`config.mk`:
```
export PLATFORM = sky130hd
export DESIGN_NAME = im_port_arbiter_flat
export DESIGN_NICKNAME = d
export VERILOG_FILES = /design/src/rtl/im_port_arbiter_if.sv /design/src/rtl/im_port_arbiter.sv /design/src/flat_wrapper.sv
export SDC_FILE = /design/constraint.sdc
export NUM_CORES = 1
export LEC_CHECK = 0
export ABC_CLOCK_PERIOD_IN_PS = 4150
export CAP_MARGIN = 15
export CORE_MARGIN = 2
export CORE_UTILIZATION = 32
export DETAILED_ROUTE_END_ITERATION = 10
export GPL_ROUTABILITY_DRIVEN = 1
export HOLD_SLACK_MARGIN = 0.08
export PLACE_DENSITY = 0.94
export SKIP_CTS_REPAIR_TIMING = 1
export SLEW_MARGIN = 40
export SYNTH_ARGS = -nofsm -noshare
export SYNTH_HDL_FRONTEND = slang
export SYNTH_SLANG_ARGS = --single-unit
```
`constraint.sdc`:
```
create_clock -name clk -period 4.15 [get_ports clk]
set_clock_uncertainty 0.2 [all_clocks]
set_input_delay 0.415 -clock clk [delete_from_list [all_inputs] [get_ports clk]]
set_output_delay 0.415 -clock clk [all_outputs]
set_load 0.1 [all_outputs]
```
`src/rtl/im_port_arbiter_if.sv`:
```
// Bundle between the fetch/debug requesters, the port arbiter and the instruction memory.
// The arbiter takes the slave view; the requester/memory side takes the master view.
interface im_port_arbiter_if;
    logic        f_req;
    logic [31:0] f_addr;
    logic        f_flush;
    logic        f_gnt;
    logic        f_rvalid;
    logic [31:0] f_rdata;
    logic        f_err;

    logic        d_req;
    logic [31:0] d_addr;
    logic        d_gnt;
    logic        d_rvalid;
    logic [31:0] d_rdata;
    logic        d_err;

    logic [31:0] im_addr;
    logic [31:0] im_data;

    modport slave (
        input  f_req, f_addr, f_flush,
        input  d_req, d_addr,
        input  im_data,
        output f_gnt, f_rvalid, f_rdata, f_err,
        output d_gnt, d_rvalid, d_rdata, d_err,
        output im_addr
    );

    modport master (
        output f_req, f_addr, f_flush,
        output d_req, d_addr,
        output im_data,
        input  f_gnt, f_rvalid, f_rdata, f_err,
        input  d_gnt, d_rvalid, d_rdata, d_err,
        input  im_addr
    );
endinterface

```
`src/rtl/im_port_arbiter.sv`:
```
// Shares the asynchronous-read instruction memory port between fetch (F) and debug (D).
// Fetch has priority; a burst counter guarantees D a slot after FETCH_BURST contended F grants.
//
//   owner      | meaning
//   -----------+-----------------------------------------------------------
//   OWN_NONE   | no grant last cycle; no response this cycle
//   OWN_FETCH  | F was granted last cycle; im_data belongs to F this cycle
//   OWN_DEBUG  | D was granted last cycle; im_data belongs to D this cycle
module im_port_arbiter #(
    parameter int DEPTH       = 128,
    parameter int FETCH_BURST = 4
) (
    input  logic                clk,
    input  logic                reset,
    im_port_arbiter_if.slave    bus
);

    localparam int               CNT_W      = $clog2(FETCH_BURST + 1);
    localparam logic [CNT_W-1:0] CNT_MAX    = CNT_W'(FETCH_BURST);
    localparam logic [31:0]      ADDR_LIMIT = 32'(4 * DEPTH);

    typedef enum logic [1:0] {
        OWN_NONE  = 2'd0,
        OWN_FETCH = 2'd1,
        OWN_DEBUG = 2'd2
    } owner_t;

    owner_t           owner_q, owner_d;
    logic [CNT_W-1:0] cnt_q, cnt_d;
    logic [31:0]      addr_q, addr_d;
    logic             err_q, err_d;

    logic             f_gnt, d_gnt;
    logic             burst_full;
    logic             f_live, d_live;

    function automatic logic addr_bad(input logic [31:0] a);
        return (a[1:0] != 2'b00) || (a >= ADDR_LIMIT);
    endfunction

    always_ff @(posedge clk) begin
        if (reset) begin
            owner_q <= OWN_NONE;
            cnt_q   <= '0;
            addr_q  <= '0;
            err_q   <= 1'b0;
        end else begin
            owner_q <= owner_d;
            cnt_q   <= cnt_d;
            addr_q  <= addr_d;
            err_q   <= err_d;
        end
    end

    always_comb begin
        burst_full = (cnt_q == CNT_MAX);
        d_gnt      = ~reset & bus.d_req & (~bus.f_req | burst_full);
        f_gnt      = ~reset & bus.f_req & ~d_gnt;

        owner_d = OWN_NONE;
        addr_d  = addr_q;
        err_d   = 1'b0;
        cnt_d   = cnt_q;

        if (d_gnt) begin
            owner_d = OWN_DEBUG;
            addr_d  = bus.d_addr;
            err_d   = addr_bad(bus.d_addr);
        end else if (f_gnt) begin
            owner_d = OWN_FETCH;
            addr_d  = bus.f_addr;
            err_d   = addr_bad(bus.f_addr);
        end

        // The count only measures F grants that actually held D off.
        if (d_gnt || !bus.d_req) begin
            cnt_d = '0;
        end else if (f_gnt && !burst_full) begin
            cnt_d = cnt_q + 1'b1;
        end
    end

    // Responses are gated by reset so an in-flight word is dropped immediately.
    assign f_live = ~reset & (owner_q == OWN_FETCH) & ~bus.f_flush;
    assign d_live = ~reset & (owner_q == OWN_DEBUG);

    assign bus.f_gnt    = f_gnt;
    assign bus.d_gnt    = d_gnt;
    assign bus.im_addr  = addr_q;

    assign bus.f_rvalid = f_live;
    assign bus.f_err    = f_live & err_q;
    assign bus.f_rdata  = (f_live && !err_q) ? bus.im_data : 32'h0;

    assign bus.d_rvalid = d_live;
    assign bus.d_err    = d_live & err_q;
    assign bus.d_rdata  = (d_live && !err_q) ? bus.im_data : 32'h0;

endmodule

```
`src/flat_wrapper.sv`:
```
// flat-port wrapper written by rule: the top's interface ports become plain ports
module im_port_arbiter_flat 
#(
    parameter int DEPTH       = 128,
    parameter int FETCH_BURST = 4
)
  (clk, reset, bus_f_req, bus_f_addr, bus_f_flush, bus_d_req, bus_d_addr, bus_im_data, bus_f_gnt, bus_f_rvalid, bus_f_rdata, bus_f_err, bus_d_gnt, bus_d_rvalid, bus_d_rdata, bus_d_err, bus_im_addr);
  im_port_arbiter_if bus_i ();
  input  logic clk;
  input  logic reset;
  input wire logic [$bits(bus_i.f_req)-1:0] bus_f_req;
  input wire logic [$bits(bus_i.f_addr)-1:0] bus_f_addr;
  input wire logic [$bits(bus_i.f_flush)-1:0] bus_f_flush;
  input wire logic [$bits(bus_i.d_req)-1:0] bus_d_req;
  input wire logic [$bits(bus_i.d_addr)-1:0] bus_d_addr;
  input wire logic [$bits(bus_i.im_data)-1:0] bus_im_data;
  output wire logic [$bits(bus_i.f_gnt)-1:0] bus_f_gnt;
  output wire logic [$bits(bus_i.f_rvalid)-1:0] bus_f_rvalid;
  output wire logic [$bits(bus_i.f_rdata)-1:0] bus_f_rdata;
  output wire logic [$bits(bus_i.f_err)-1:0] bus_f_err;
  output wire logic [$bits(bus_i.d_gnt)-1:0] bus_d_gnt;
  output wire logic [$bits(bus_i.d_rvalid)-1:0] bus_d_rvalid;
  output wire logic [$bits(bus_i.d_rdata)-1:0] bus_d_rdata;
  output wire logic [$bits(bus_i.d_err)-1:0] bus_d_err;
  output wire logic [$bits(bus_i.im_addr)-1:0] bus_im_addr;
  assign bus_i.f_req = bus_f_req;
  assign bus_i.f_addr = bus_f_addr;
  assign bus_i.f_flush = bus_f_flush;
  assign bus_i.d_req = bus_d_req;
  assign bus_i.d_addr = bus_d_addr;
  assign bus_i.im_data = bus_im_data;
  assign bus_f_gnt = bus_i.f_gnt;
  assign bus_f_rvalid = bus_i.f_rvalid;
  assign bus_f_rdata = bus_i.f_rdata;
  assign bus_f_err = bus_i.f_err;
  assign bus_d_gnt = bus_i.d_gnt;
  assign bus_d_rvalid = bus_i.d_rvalid;
  assign bus_d_rdata = bus_i.d_rdata;
  assign bus_d_err = bus_i.d_err;
  assign bus_im_addr = bus_i.im_addr;
  im_port_arbiter #(.DEPTH(DEPTH), .FETCH_BURST(FETCH_BURST)) u_core (.clk(clk), .reset(reset), .bus(bus_i));
endmodule
```
==> summary.md, run 1 <==
| Metric | Value |
|---|---|
| Outcome | `finished clean` |
| Worst setup margin | `1.06 ns` |
| Clock transition at the registers of the reported paths | `0.07 ns` |
| Synthesized net count | `335` |
| Total DRC errors in the routed layout | `0` |
| Number of flops mapped to enable cells by yosys | `0` |
| Die Ht | `84.2 um` |
| Floorplan core area | `6280 um^2` |
| Required arrival time at the worst endpoint | `3.53 ns` |
| Type of the tightest min-delay check | `reg -> reg` |
| Final critical path time including I/O delays and setup | `3.09 ns` |
| Via-per-instance ratio | `5.36` |
| Worst Hold Margin | `0.272 ns` |
| Antenna-violating nets left | `0` |
| Leading post-synthesis cells by cell area | `sky130_fd_sc_hd__dfxtp_1, sky130_fd_sc_hd__and2_1, sky130_fd_sc_hd__a222oi_1, sky130_fd_sc_hd__nor2_1, sky130_fd_sc_hd__nor4_1` |
| Worst slack after detailed placement | `1.04 ns` |
| Part of the cycle the worst path needs | `74.6%` |
| Average routed wire per standard cell | `18.4 um` |
| Clk root buf | `sky130_fd_sc_hd__clkbuf_8` |
| Synthesis-to-layout area growth | `127%` |
| Max-slew headroom at the worst pin | `49.9%` |
| CP max stage cell | `sky130_fd_sc_hd__and2b_1` |
| Most used flip-flop cell after synthesis | `sky130_fd_sc_hd__dfxtp_1` |
| CTS sink count | `38` |
| Final Max Slew Viols | `0` |
| Number of H-tree branching levels | `2` |
| Reg2Reg Depth | `7` |
| Total track usage | `25.0%` |
| Total congestion overflow after global routing | `0` |
| Count leader, synth | `sky130_fd_sc_hd__and2_1` |
| Max FO, Critical Path | `32` |
| Max VDD drop | `0.320 mV` |
| Synth async-reset ratio | `0%` |
| Mapped Area | `2060 um^2` |
| Nature of the critical path endpoint | `output port` |
| Peak per-stage delay on the critical path | `0.66 ns` |
| Final nets | `529` |
| Via count | `2,701` |
| Maximum number of buffers from clock root to sink | `2` |
| Initial antenna violation count | `0` |
| Gate Count Post-Synth | `232` |
| Count of placed standard cells including taps | `496` |
| Die area | `7090 um^2` |
| Clock latency of the later-clocked register in the worst-skew pair | `0.28 ns` |
| Num CTS Buffers | `5` |
| Leakage power total | `1.94 nW` |
| Post-synth top area cell | `sky130_fd_sc_hd__dfxtp_1` |
| Vias in the first global route | `2,699` |
| FMAX | `323 MHz` |
| Starting Density | `32.8%` |
| Die W | `84.2 um` |
| WP data arrival | `2.48 ns` |
| Sequential-to-total area share from yosys stat | `36.9%` |
| Layout cells sized above 1 | `28.8%` |
| Final Hold Viols | `0` |
| Port Buf Inserts | `202` |
| Number of violations of the max-capacitance limit | `0` |
| Number of top-level pins | `203` |
| Initial DRC count | `236` |
| Power density normalized to cell area | `240 nW/um^2` |
| Routed wire length | `9250 um` |
| Total of flip-flops plus latches after synthesis | `38` |
| First-pass GRT wire length | `14,100 um` |
| Antenna diode instance count | `0` |
| Detailed Place HPWL | `7800 um` |
| Row count | `29` |
| Transition at the pin with the smallest max-transition slack | `0.751 ns` |
| Final GP Congestion | `0.988` |
| TritonCTS clock tree | `built` |
| Mean instance size in the synthesized netlist | `8.88 um^2` |
| CP Launch Type | `input pin` |
| List of most frequent post-synthesis cells | `sky130_fd_sc_hd__and2_1, sky130_fd_sc_hd__dfxtp_1, sky130_fd_sc_hd__nor2_1, sky130_fd_sc_hd__a222oi_1, sky130_fd_sc_hd__nor4_1` |
| Count of different cell masters after synthesis | `30` |
| Final setup fails | `0` |
| Setup repair after global routing missed its margin | `false` |
| Number of warnings printed during yosys synthesis | `0` |
| TritonRoute pass-1 iters | `6` |
| Crit Path Class | `in -> out` |
| Non-filler instance count after layout | `504` |
| Proportion of netlist area held by the largest area contributor | `36.9%` |
| Pin count of the biggest net entering global routing | `33` |
| Slack of the worst reg-to-reg path | `1.70 ns` |
| Instance count along the most critical hold path | `1` |
| Critical-path cell list | `clkdlybuf4s50_1, buf_4, nor4b_4, and2b_1, and2_1, buf_12` |
| Setup_tns | `0 ns` |
path summary, 6_finish.rpt:
check / to / from
hold / removal: u_core.cnt_q[0] / u_core.cnt_q[0]
hold reg to reg: u_core.cnt_q[0] / u_core.cnt_q[0]
setup reg to reg: u_core.bus.im_addr[27] / u_core.cnt_q[0]
setup / recovery: bus_f_rdata[5] / reset
state kept, by name, summed over array words and instances, names as in the netlist:
name,cells
u_core.bus.im_addr,32
u_core.cnt_q,3
u_core.err_q,1
u_core.owner_q,2
per-layer routing:
layer	track usage (%)	vias to the layer above	wire length (um)
met4	9.53	0	272
met5	0	-	0
met1	27.3	1263	3340
li1	-	1241	-
met3	4.92	20	807
met2	47.1	177	4830
cell type report:
| class | instances | area [um^2] |
|---|---|---|
| timing repair buffer | 208 | 2560 |
| sequential | 38 | 761 |
| inverter | 4 | 15.0 |
| multi-input combinational | 169 | 1140 |
| clock buffer | 6 | 82.6 |
| fill | 427 | 1600 |
| clock inverter | 2 | 16.3 |
| tap | 77 | 96.3 |
metrics by stage:
step / area, um^2 / util, % / total power [mW]
after global routing: 4670 / 74.4 / 1.16
after floorplan: 2070 / - / 0.671
after detailed placement: 4570 / 72.9 / 0.851
final: 4670 / 74.4 / 1.12
after global placement: 4730 / 75.4 / 0.862
after CTS: 4670 / 74.4 / 1.13
cells in the final DEF, fill, tap and decap left out, drive strengths merged, types with 3 or more instances in the layout:
| cell type | count |
|---|---|
| buf | 108 |
| clkdlybuf4s50 | 100 |
| and2 | 67 |
| dfxtp | 38 |
| nor2 | 36 |
| a222oi | 32 |
| nor4 | 10 |
| clkbuf | 6 |
| inv | 5 |
| nand3 | 3 |
| nor3 | 3 |
| o21ai | 3 |
logic make-up after synthesis:
| kind of cell | count (synthesis) | synth area share, % |
|---|---|---|
| flip-flops | 38 | 36.9 |
| AND/OR/NAND/NOR | 127 | 34.7 |
| buffers and inverters | 25 | 8.08 |
| adder cells (fa/ha/maj) | 2 | 1.21 |
| AO/OA/AOI/OAI | 39 | 18.6 |
| multiplexers | 1 | 0.486 |
critical path, delay by kind of cell:
| kind | cells | cell delay, ns |
|---|---|---|
| buffers and inverters | 3 | 0.79 |
| AND/OR/NAND/NOR | 3 | 1.25 |
report_power, final:
part	internal, mW	switching (mW)
combinational	0.159	0.288
sequential	0.385	0.0110
clock	0.137	0.141
total	0.681	0.440
Power figures use the tool's default switching activity.
==> inputs of run 2 (changes only) <==
--- a/config.mk
+++ b/config.mk
@@ -5,14 +5,14 @@
 export SDC_FILE = /design/constraint.sdc
 export NUM_CORES = 1
 export LEC_CHECK = 0
-export ABC_CLOCK_PERIOD_IN_PS = 4150
+export ABC_CLOCK_PERIOD_IN_PS = 2900
 export CAP_MARGIN = 15
 export CORE_MARGIN = 2
-export CORE_UTILIZATION = 32
+export CORE_UTILIZATION = 30
 export DETAILED_ROUTE_END_ITERATION = 10
 export GPL_ROUTABILITY_DRIVEN = 1
 export HOLD_SLACK_MARGIN = 0.08
-export PLACE_DENSITY = 0.94
+export PLACE_DENSITY = 0.9
 export SKIP_CTS_REPAIR_TIMING = 1
 export SLEW_MARGIN = 40
 export SYNTH_ARGS = -nofsm -noshare
==> constraint.sdc (replaced) <==
create_clock -name clk -period 2.9 [get_ports clk]
set_clock_uncertainty 0.2 [all_clocks]
set_input_delay 0.29 -clock clk [delete_from_list [all_inputs] [get_ports clk]]
set_output_delay 0.29 -clock clk [all_outputs]
set_load 0.1 [all_outputs]
==> summary.md, run 2 (synthesized netlist as in run 1, its figures left out) <==
| Metric | Value |
|---|---|
| Synthesis-to-layout area growth | `139% (was 127%)` |
| Nature of the critical path endpoint | `output port (unchanged)` |
| Critical-path cell list | `clkdlybuf4s50_1, nor4b_4, and2b_1, buf_4, and2_2, buf_12 (was clkdlybuf4s50_1, buf_4, nor4b_4, and2b_1, and2_1, buf_12)` |
| Antenna diode instance count | `0 (unchanged)` |
| Number of H-tree branching levels | `2 (unchanged)` |
| Num CTS Buffers | `5 (unchanged)` |
| Part of the cycle the worst path needs | `87.7%` |
| Average routed wire per standard cell | `18.7 um (was 18.4 um)` |
| Via-per-instance ratio | `5.30 (was 5.36)` |
| WP data arrival | `2.05 ns (was 2.48 ns)` |
| Initial antenna violation count | `0 (unchanged)` |
| Clock latency of the later-clocked register in the worst-skew pair | `0.29 ns (was 0.28 ns)` |
| Total DRC errors in the routed layout | `0 (unchanged)` |
| Final setup fails | `0 (unchanged)` |
| CTS sink count | `38 (unchanged)` |
| Filler cell count in the final layout | `445 (was 427)` |
| Crit Path Class | `in -> out (unchanged)` |
| Share of total power in combinational logic | `41.6% (was 39.9%)` |
| First-pass GRT wire length | `14,200 um (was 14,100 um)` |
| Worst Setup SP | `reset (unchanged)` |
| TritonRoute pass-1 iters | `5 (was 6)` |
| Source of the worst register-to-register timing path | `u_core.cnt_q[0] (unchanged)` |
| Number of violations of the max-capacitance limit | `0 (unchanged)` |
| Die W | `86.9 um (was 84.2 um)` |
| Setup_tns | `0 ns (unchanged)` |
| Floorplan core area | `6720 um^2 (was 6280 um^2)` |
| Switching share of power | `39.3% (was 39.2%)` |
| Leakage power total | `2.02 nW (was 1.94 nW)` |
| Final Max Slew Viols | `0 (unchanged)` |
| Antenna-violating nets left | `0 (unchanged)` |
| Transition at the pin with the smallest max-transition slack | `0.623 ns (was 0.751 ns)` |
| Reg2reg end | `u_core.bus.im_addr[28] (was u_core.bus.im_addr[27])` |
| Peak per-stage delay on the critical path | `0.54 ns (was 0.66 ns)` |
| Die Ht | `86.9 um (was 84.2 um)` |
| Total track usage | `24.3% (was 25.0%)` |
| Max FO, Critical Path | `32 (unchanged)` |
| Sw Pwr | `0.629 mW (was 0.440 mW)` |
| Number of top-level pins | `203 (unchanged)` |
| Pin count of the biggest net entering global routing | `35 (was 33)` |
| CP Capture Point | `bus_f_rdata[25] (was bus_f_rdata[5])` |
| Detailed Place HPWL | `7810 um (was 7800 um)` |
| Instance count along the most critical hold path | `1 (unchanged)` |
| Die area | `7540 um^2 (was 7090 um^2)` |
| Type of the tightest min-delay check | `reg -> reg (unchanged)` |
| Total power consumption of the routed design | `1.60 mW (was 1.12 mW)` |
| Row count | `30 (was 29)` |
| Setup repair after global routing missed its margin | `false (unchanged)` |
| Layout cells sized above 1 | `43.5% (was 28.8%)` |
| Via count | `2,691 (was 2,701)` |
| Clock transition at the registers of the reported paths | `0.08 ns (was 0.07 ns)` |
| Commonest non-fill, non-tap cell in the layout | `sky130_fd_sc_hd__clkdlybuf4s50_1 (unchanged)` |
| CP max stage cell | `sky130_fd_sc_hd__clkdlybuf4s50_1 (was sky130_fd_sc_hd__and2b_1)` |
| Required arrival time at the worst endpoint | `2.41 ns (was 3.53 ns)` |
| Design internal power | `0.972 mW (was 0.681 mW)` |
| Maximum number of buffers from clock root to sink | `2 (unchanged)` |
| Worst Hold Margin | `0.265 ns (was 0.272 ns)` |
| Initial DRC count | `190 (was 236)` |
| Routed wire length | `9520 um (was 9250 um)` |
| Commonest cells after routing, fill and taps aside | `sky130_fd_sc_hd__clkdlybuf4s50_1, sky130_fd_sc_hd__buf_12, sky130_fd_sc_hd__buf_4, sky130_fd_sc_hd__dfxtp_1, sky130_fd_sc_hd__nor2_1 (was sky130_fd_sc_hd__clkdlybuf4s50_1, sky130_fd_sc_hd__and2_1, sky130_fd_sc_hd__buf_12, sky130_fd_sc_hd__dfxtp_1, sky130_fd_sc_hd__nor2_1)` |
| Port Buf Inserts | `202 (unchanged)` |
| Max FFs per register | `32 (unchanged)` |
| Total congestion overflow after global routing | `0 (unchanged)` |
| Max-slew headroom at the worst pin | `58.5% (was 49.9%)` |
| Clock network fraction of design power | `22.9% (was 24.8%)` |
| Final GP Congestion | `0.844 (was 0.988)` |
| CP Launch Type | `input pin (unchanged)` |
| Max VDD drop | `0.371 mV (was 0.320 mV)` |
| Non-filler instance count after layout | `508 (was 504)` |
| Outcome | `finished clean (unchanged)` |
| Count of placed standard cells including taps | `500 (was 496)` |
| TritonCTS clock tree | `built (unchanged)` |
| Fraction of power consumed by sequential logic | `35.6% (was 35.3%)` |
| Starting Density | `30.7% (was 32.8%)` |
| FMAX | `393 MHz` |
| Slack of the worst reg-to-reg path | `0.76 ns (was 1.70 ns)` |
| Reg2Reg Depth | `7 (unchanged)` |
| Final Hold Viols | `0 (unchanged)` |
| Final nets | `530 (was 529)` |
| Clk root buf | `sky130_fd_sc_hd__clkbuf_8 (unchanged)` |
| Final critical path time including I/O delays and setup | `2.54 ns` |
| Power density normalized to cell area | `325 nW/um^2 (was 240 nW/um^2)` |
| Vias in the first global route | `2,741 (was 2,699)` |
run 2: changes by cell type in the layout (fill, tap and decap cells not counted), moves of 4 or more:
cell	change
sky130_fd_sc_hd__buf_4	+29
sky130_fd_sc_hd__and2_4	+29
sky130_fd_sc_hd__and2_2	+33
sky130_fd_sc_hd__buf_12	+4
sky130_fd_sc_hd__buf_2	-32
sky130_fd_sc_hd__and2_1	-62
run 2: metrics by stage:
stage / setup slack (ns) / util [%] / area [um^2]
after global placement: 0.378 / 72.0 / 4840
final: 0.356 / 73.3 / 4930
after global routing: 0.227 / 73.3 / 4930
after detailed placement: 0.354 / 72.0 / 4840
after CTS: 0.348 / 73.3 / 4930
after floorplan: -0.0669 / - / 2190
run 2: power by group through the flow:
| stage | Combinational, mW | Sequential (mW) | Clock, mW |
|---|---|---|---|
| 2_1_floorplan | 0.199 | 0.769 | 0 |
| 3_3_place_gp | 0.654 | 0.579 | 0 |
| 3_5_place_dp | 0.665 | 0.581 | 0 |
| 4_1_cts | 0.666 | 0.569 | 0.374 |
| 5_1_grt | 0.689 | 0.573 | 0.392 |
| 6_report | 0.665 | 0.569 | 0.366 |
run 2: area by class of cell:
cell class	count	area (um^2)	area share (%)
repair buffers	209	2700	54.7
multi-input cells	169	1260	25.7
flip-flops and latches	38	761	15.4
well taps	80	100	2.03
clock buffers	5	68.8	1.40
clock inverters	3	21.3	0.432
inverters	4	15.0	0.305
run 2: worst min-delay path by stage:
| stage | startpoint | end | slack, ns |
|---|---|---|---|
| after detailed placement | u_core.cnt_q[0] | u_core.cnt_q[0] | 0.26 |
| final | u_core.cnt_q[0] | u_core.cnt_q[0] | 0.27 |
| after CTS | u_core.cnt_q[0] | u_core.cnt_q[0] | 0.27 |
| after floorplan | bus_d_req | u_core.owner_q[0] | 0.18 |
| after global routing | u_core.cnt_q[0] | u_core.cnt_q[0] | 0.28 |
| after global placement | u_core.cnt_q[0] | u_core.cnt_q[0] | 0.24 |
run 2: metal layers:
metal | share of wire [%] | vias up | routed length [um] | track usage, %
li1 | - | 1245 | - | -
met1 | 35 | 1242 | 3360 | 26.4
met2 | 51 | 180 | 4870 | 43.7
met3 | 9.7 | 24 | 924 | 6.92
met4 | 3.8 | 0 | 357 | 10.2
met5 | 0 | - | 0 | 0
run 2: worst max-delay path, delay by kind of cell:
kind	cells	cell delay (ns)
AND/OR/NAND/NOR	3	0.76
buffers and inverters	3	1.00
==> inputs of run 3 (changes only) <==
--- a/config.mk
+++ b/config.mk
@@ -7,6 +7,7 @@
 export LEC_CHECK = 0
 export ABC_CLOCK_PERIOD_IN_PS = 2900
 export CAP_MARGIN = 15
+export CORE_ASPECT_RATIO = 0.5
 export CORE_MARGIN = 2
 export CORE_UTILIZATION = 30
 export DETAILED_ROUTE_END_ITERATION = 10
==> summary.md, run 3 (synthesized netlist as in run 1, its figures left out) <==
| Metric | Value |
|---|---|
| Clk root buf | `sky130_fd_sc_hd__clkbuf_16 (was sky130_fd_sc_hd__clkbuf_8)` |
| Initial antenna violation count | `0 (unchanged)` |
| Die W | `121 um (was 86.9 um)` |
| Die Ht | `62.6 um (was 86.9 um)` |
| Setup repair after global routing missed its margin | `false (unchanged)` |
| Count of placed standard cells including taps | `512 (was 500)` |
| Leakage power total | `2.07 nW (was 2.02 nW)` |
| First-pass GRT wire length | `15,500 um (was 14,200 um)` |
| Power density normalized to cell area | `388 nW/um^2 (was 325 nW/um^2)` |
| Final Hold Viols | `0 (unchanged)` |
| Max FO, Critical Path | `32 (unchanged)` |
| Outcome | `finished clean (unchanged)` |
| Instance count along the most critical hold path | `1 (unchanged)` |
| Pin count of the biggest net entering global routing | `36 (was 35)` |
| Via-per-instance ratio | `5.42 (was 5.30)` |
| Combined buffer and inverter count along the critical path | `3 (unchanged)` |
| Total DRC errors in the routed layout | `0 (unchanged)` |
| Non-filler instance count after layout | `520 (was 508)` |
| Antenna-violating nets left | `0 (unchanged)` |
| Average routed wire per standard cell | `19.5 um (was 18.7 um)` |
| Nature of the critical path endpoint | `output port (unchanged)` |
| Final nets | `530 (unchanged)` |
| CP max stage cell | `sky130_fd_sc_hd__clkdlybuf4s50_1 (unchanged)` |
| Port Buf Inserts | `202 (unchanged)` |
| Number of violations of the max-capacitance limit | `0 (unchanged)` |
| Transition at the pin with the smallest max-transition slack | `0.545 ns (was 0.623 ns)` |
| Starting Density | `30.9% (was 30.7%)` |
| Total track usage | `25.7% (was 24.3%)` |
| Vias in the first global route | `2,838 (was 2,741)` |
| Reg2Reg Depth | `7 (unchanged)` |
| Slack of the worst reg-to-reg path | `0.74 ns (was 0.76 ns)` |
| Fin util | `75.6% (was 73.3%)` |
| Detailed Place HPWL | `7610 um (was 7810 um)` |
| Max FFs per register | `32 (unchanged)` |
| Via count | `2,816 (was 2,691)` |
| Final Max Slew Viols | `0 (unchanged)` |
| WHS Endpoint | `u_core.cnt_q[0] (unchanged)` |
| Clock transition at the registers of the reported paths | `0.06 ns (was 0.08 ns)` |
| Maximum number of buffers from clock root to sink | `2 (unchanged)` |
| Number of top-level pins | `203 (unchanged)` |
| Max VDD drop | `0.316 mV (was 0.371 mV)` |
| Number of H-tree branching levels | `2 (unchanged)` |
| Total congestion overflow after global routing | `0 (unchanged)` |
| Source of the worst register-to-register timing path | `u_core.cnt_q[0] (unchanged)` |
| Final GP Congestion | `0.787 (was 0.844)` |
| Routed wire length | `10,100 um (was 9520 um)` |
| Clock latency of the later-clocked register in the worst-skew pair | `0.28 ns (was 0.29 ns)` |
| Required arrival time at the worst endpoint | `2.41 ns (about the same)` |
| Num CTS Buffers | `5 (unchanged)` |
| Final critical path time including I/O delays and setup | `2.66 ns (was 2.54 ns)` |
| CP Launch Type | `input pin (unchanged)` |
| Peak per-stage delay on the critical path | `0.52 ns (was 0.54 ns)` |
| Floorplan core area | `6670 um^2 (was 6720 um^2)` |
| Layout cells sized above 1 | `43.5% (unchanged)` |
| WP data arrival | `2.17 ns (was 2.05 ns)` |
| Critical-path cell list | `clkdlybuf4s50_1, nor4b_4, and2b_1, buf_4, and2_2, buf_12 (unchanged)` |
| Worst Hold Margin | `0.283 ns (was 0.265 ns)` |
| Reg2reg end | `u_core.bus.im_addr[15] (was u_core.bus.im_addr[28])` |
| Part of the cycle the worst path needs | `91.6% (was 87.7%)` |
| Antenna diode instance count | `0 (unchanged)` |
| Kind of cell adding the most delay to the critical path | `buffers and inverters (unchanged)` |
| Hold path startpoint | `u_core.cnt_q[0] (unchanged)` |
| CTS sink count | `38 (unchanged)` |
| Max-slew headroom at the worst pin | `63.3% (was 58.5%)` |
| FMAX | `376 MHz (was 393 MHz)` |
| Crit Path Class | `in -> out (unchanged)` |
| Commonest non-fill, non-tap cell in the layout | `sky130_fd_sc_hd__clkdlybuf4s50_1 (unchanged)` |
| Type of the tightest min-delay check | `reg -> reg (unchanged)` |
| Initial DRC count | `382 (was 190)` |
| Row count | `21 (was 30)` |
| TritonCTS clock tree | `built (unchanged)` |
| TritonRoute pass-1 iters | `6 (was 5)` |
| Commonest cells after routing, fill and taps aside | `sky130_fd_sc_hd__clkdlybuf4s50_1, sky130_fd_sc_hd__buf_12, sky130_fd_sc_hd__buf_4, sky130_fd_sc_hd__dfxtp_1, sky130_fd_sc_hd__nor2_1 (unchanged)` |
| Final setup fails | `0 (unchanged)` |
| Die area | `7580 um^2 (was 7540 um^2)` |
| Synthesis-to-layout area growth | `145% (was 139%)` |
-- run 3: cell count changes in the layout (fill, tap and decap cells not counted), sizes merged --
cell,before,now
clkinvlp,1,0
clkinv,2,1
bufinv,0,2
-- run 3: routing by layer --
metal / wire length, um / global-route usage, % / vias to the layer above
li1: - / - / 1242
met1: 3560 / 27.5 / 1340
met2: 5280 / 47.8 / 196
met3: 927 / 6.48 / 38
met4: 378 / 11.1 / 0
met5: 0 / 0 / -
-- run 3: through the flow --
stage               total power, mW  setup slack, ns  cell area, um^2  setup TNS (ns)
floorplan                     0.967          -0.0669             2190         -0.0669
global placement               1.23            0.355             4850               0
detailed placement             1.24            0.291             4850               0
CTS                            1.96            0.235             5040               0
global route                   2.01            0.152             5040               0
finish                         1.96            0.243             5040               0
-- run 3: power by group --
part | switching [mW] | internal, mW
clock | 0.220 | 0.494
combinational | 0.420 | 0.252
sequential | 0.0193 | 0.552
total | 0.659 | 1.30
-- run 3: how the worst max path moves through the flow --
stage / endpoint / slack, ns / cells past startpoint / start
after global placement: bus_f_rdata[0] / 0.36 / 6 / reset
final: bus_f_rdata[25] / 0.24 / 6 / reset
after CTS: bus_f_rdata[25] / 0.23 / 6 / reset
after detailed placement: u_core.bus.im_addr[13] / 0.29 / 7 / reset
after global routing: bus_f_rdata[25] / 0.15 / 6 / reset
after floorplan: bus_f_rdata[0] / -0.07 / 5 / reset
-- run 3: layout make-up --
type	count	area (um^2)
clock buffers	5	125
clock inverters	3	68.8
fillers	394	1630
inverters	4	15.0
multi-input cells	169	1260
flip-flops and latches	38	761
well taps	92	115
repair buffers	209	2700
-- run 3: worst register-to-register path: stages (launching register included) --
cell and delay, ns:
sky130_fd_sc_hd__dfxtp_1 0.36, sky130_fd_sc_hd__inv_1 0.06, sky130_fd_sc_hd__ha_1 0.21, sky130_fd_sc_hd__and2_4 0.20
sky130_fd_sc_hd__o211a_1 0.22, sky130_fd_sc_hd__buf_4 0.25, sky130_fd_sc_hd__a222oi_1 0.44, sky130_fd_sc_hd__nor2_1 0.08
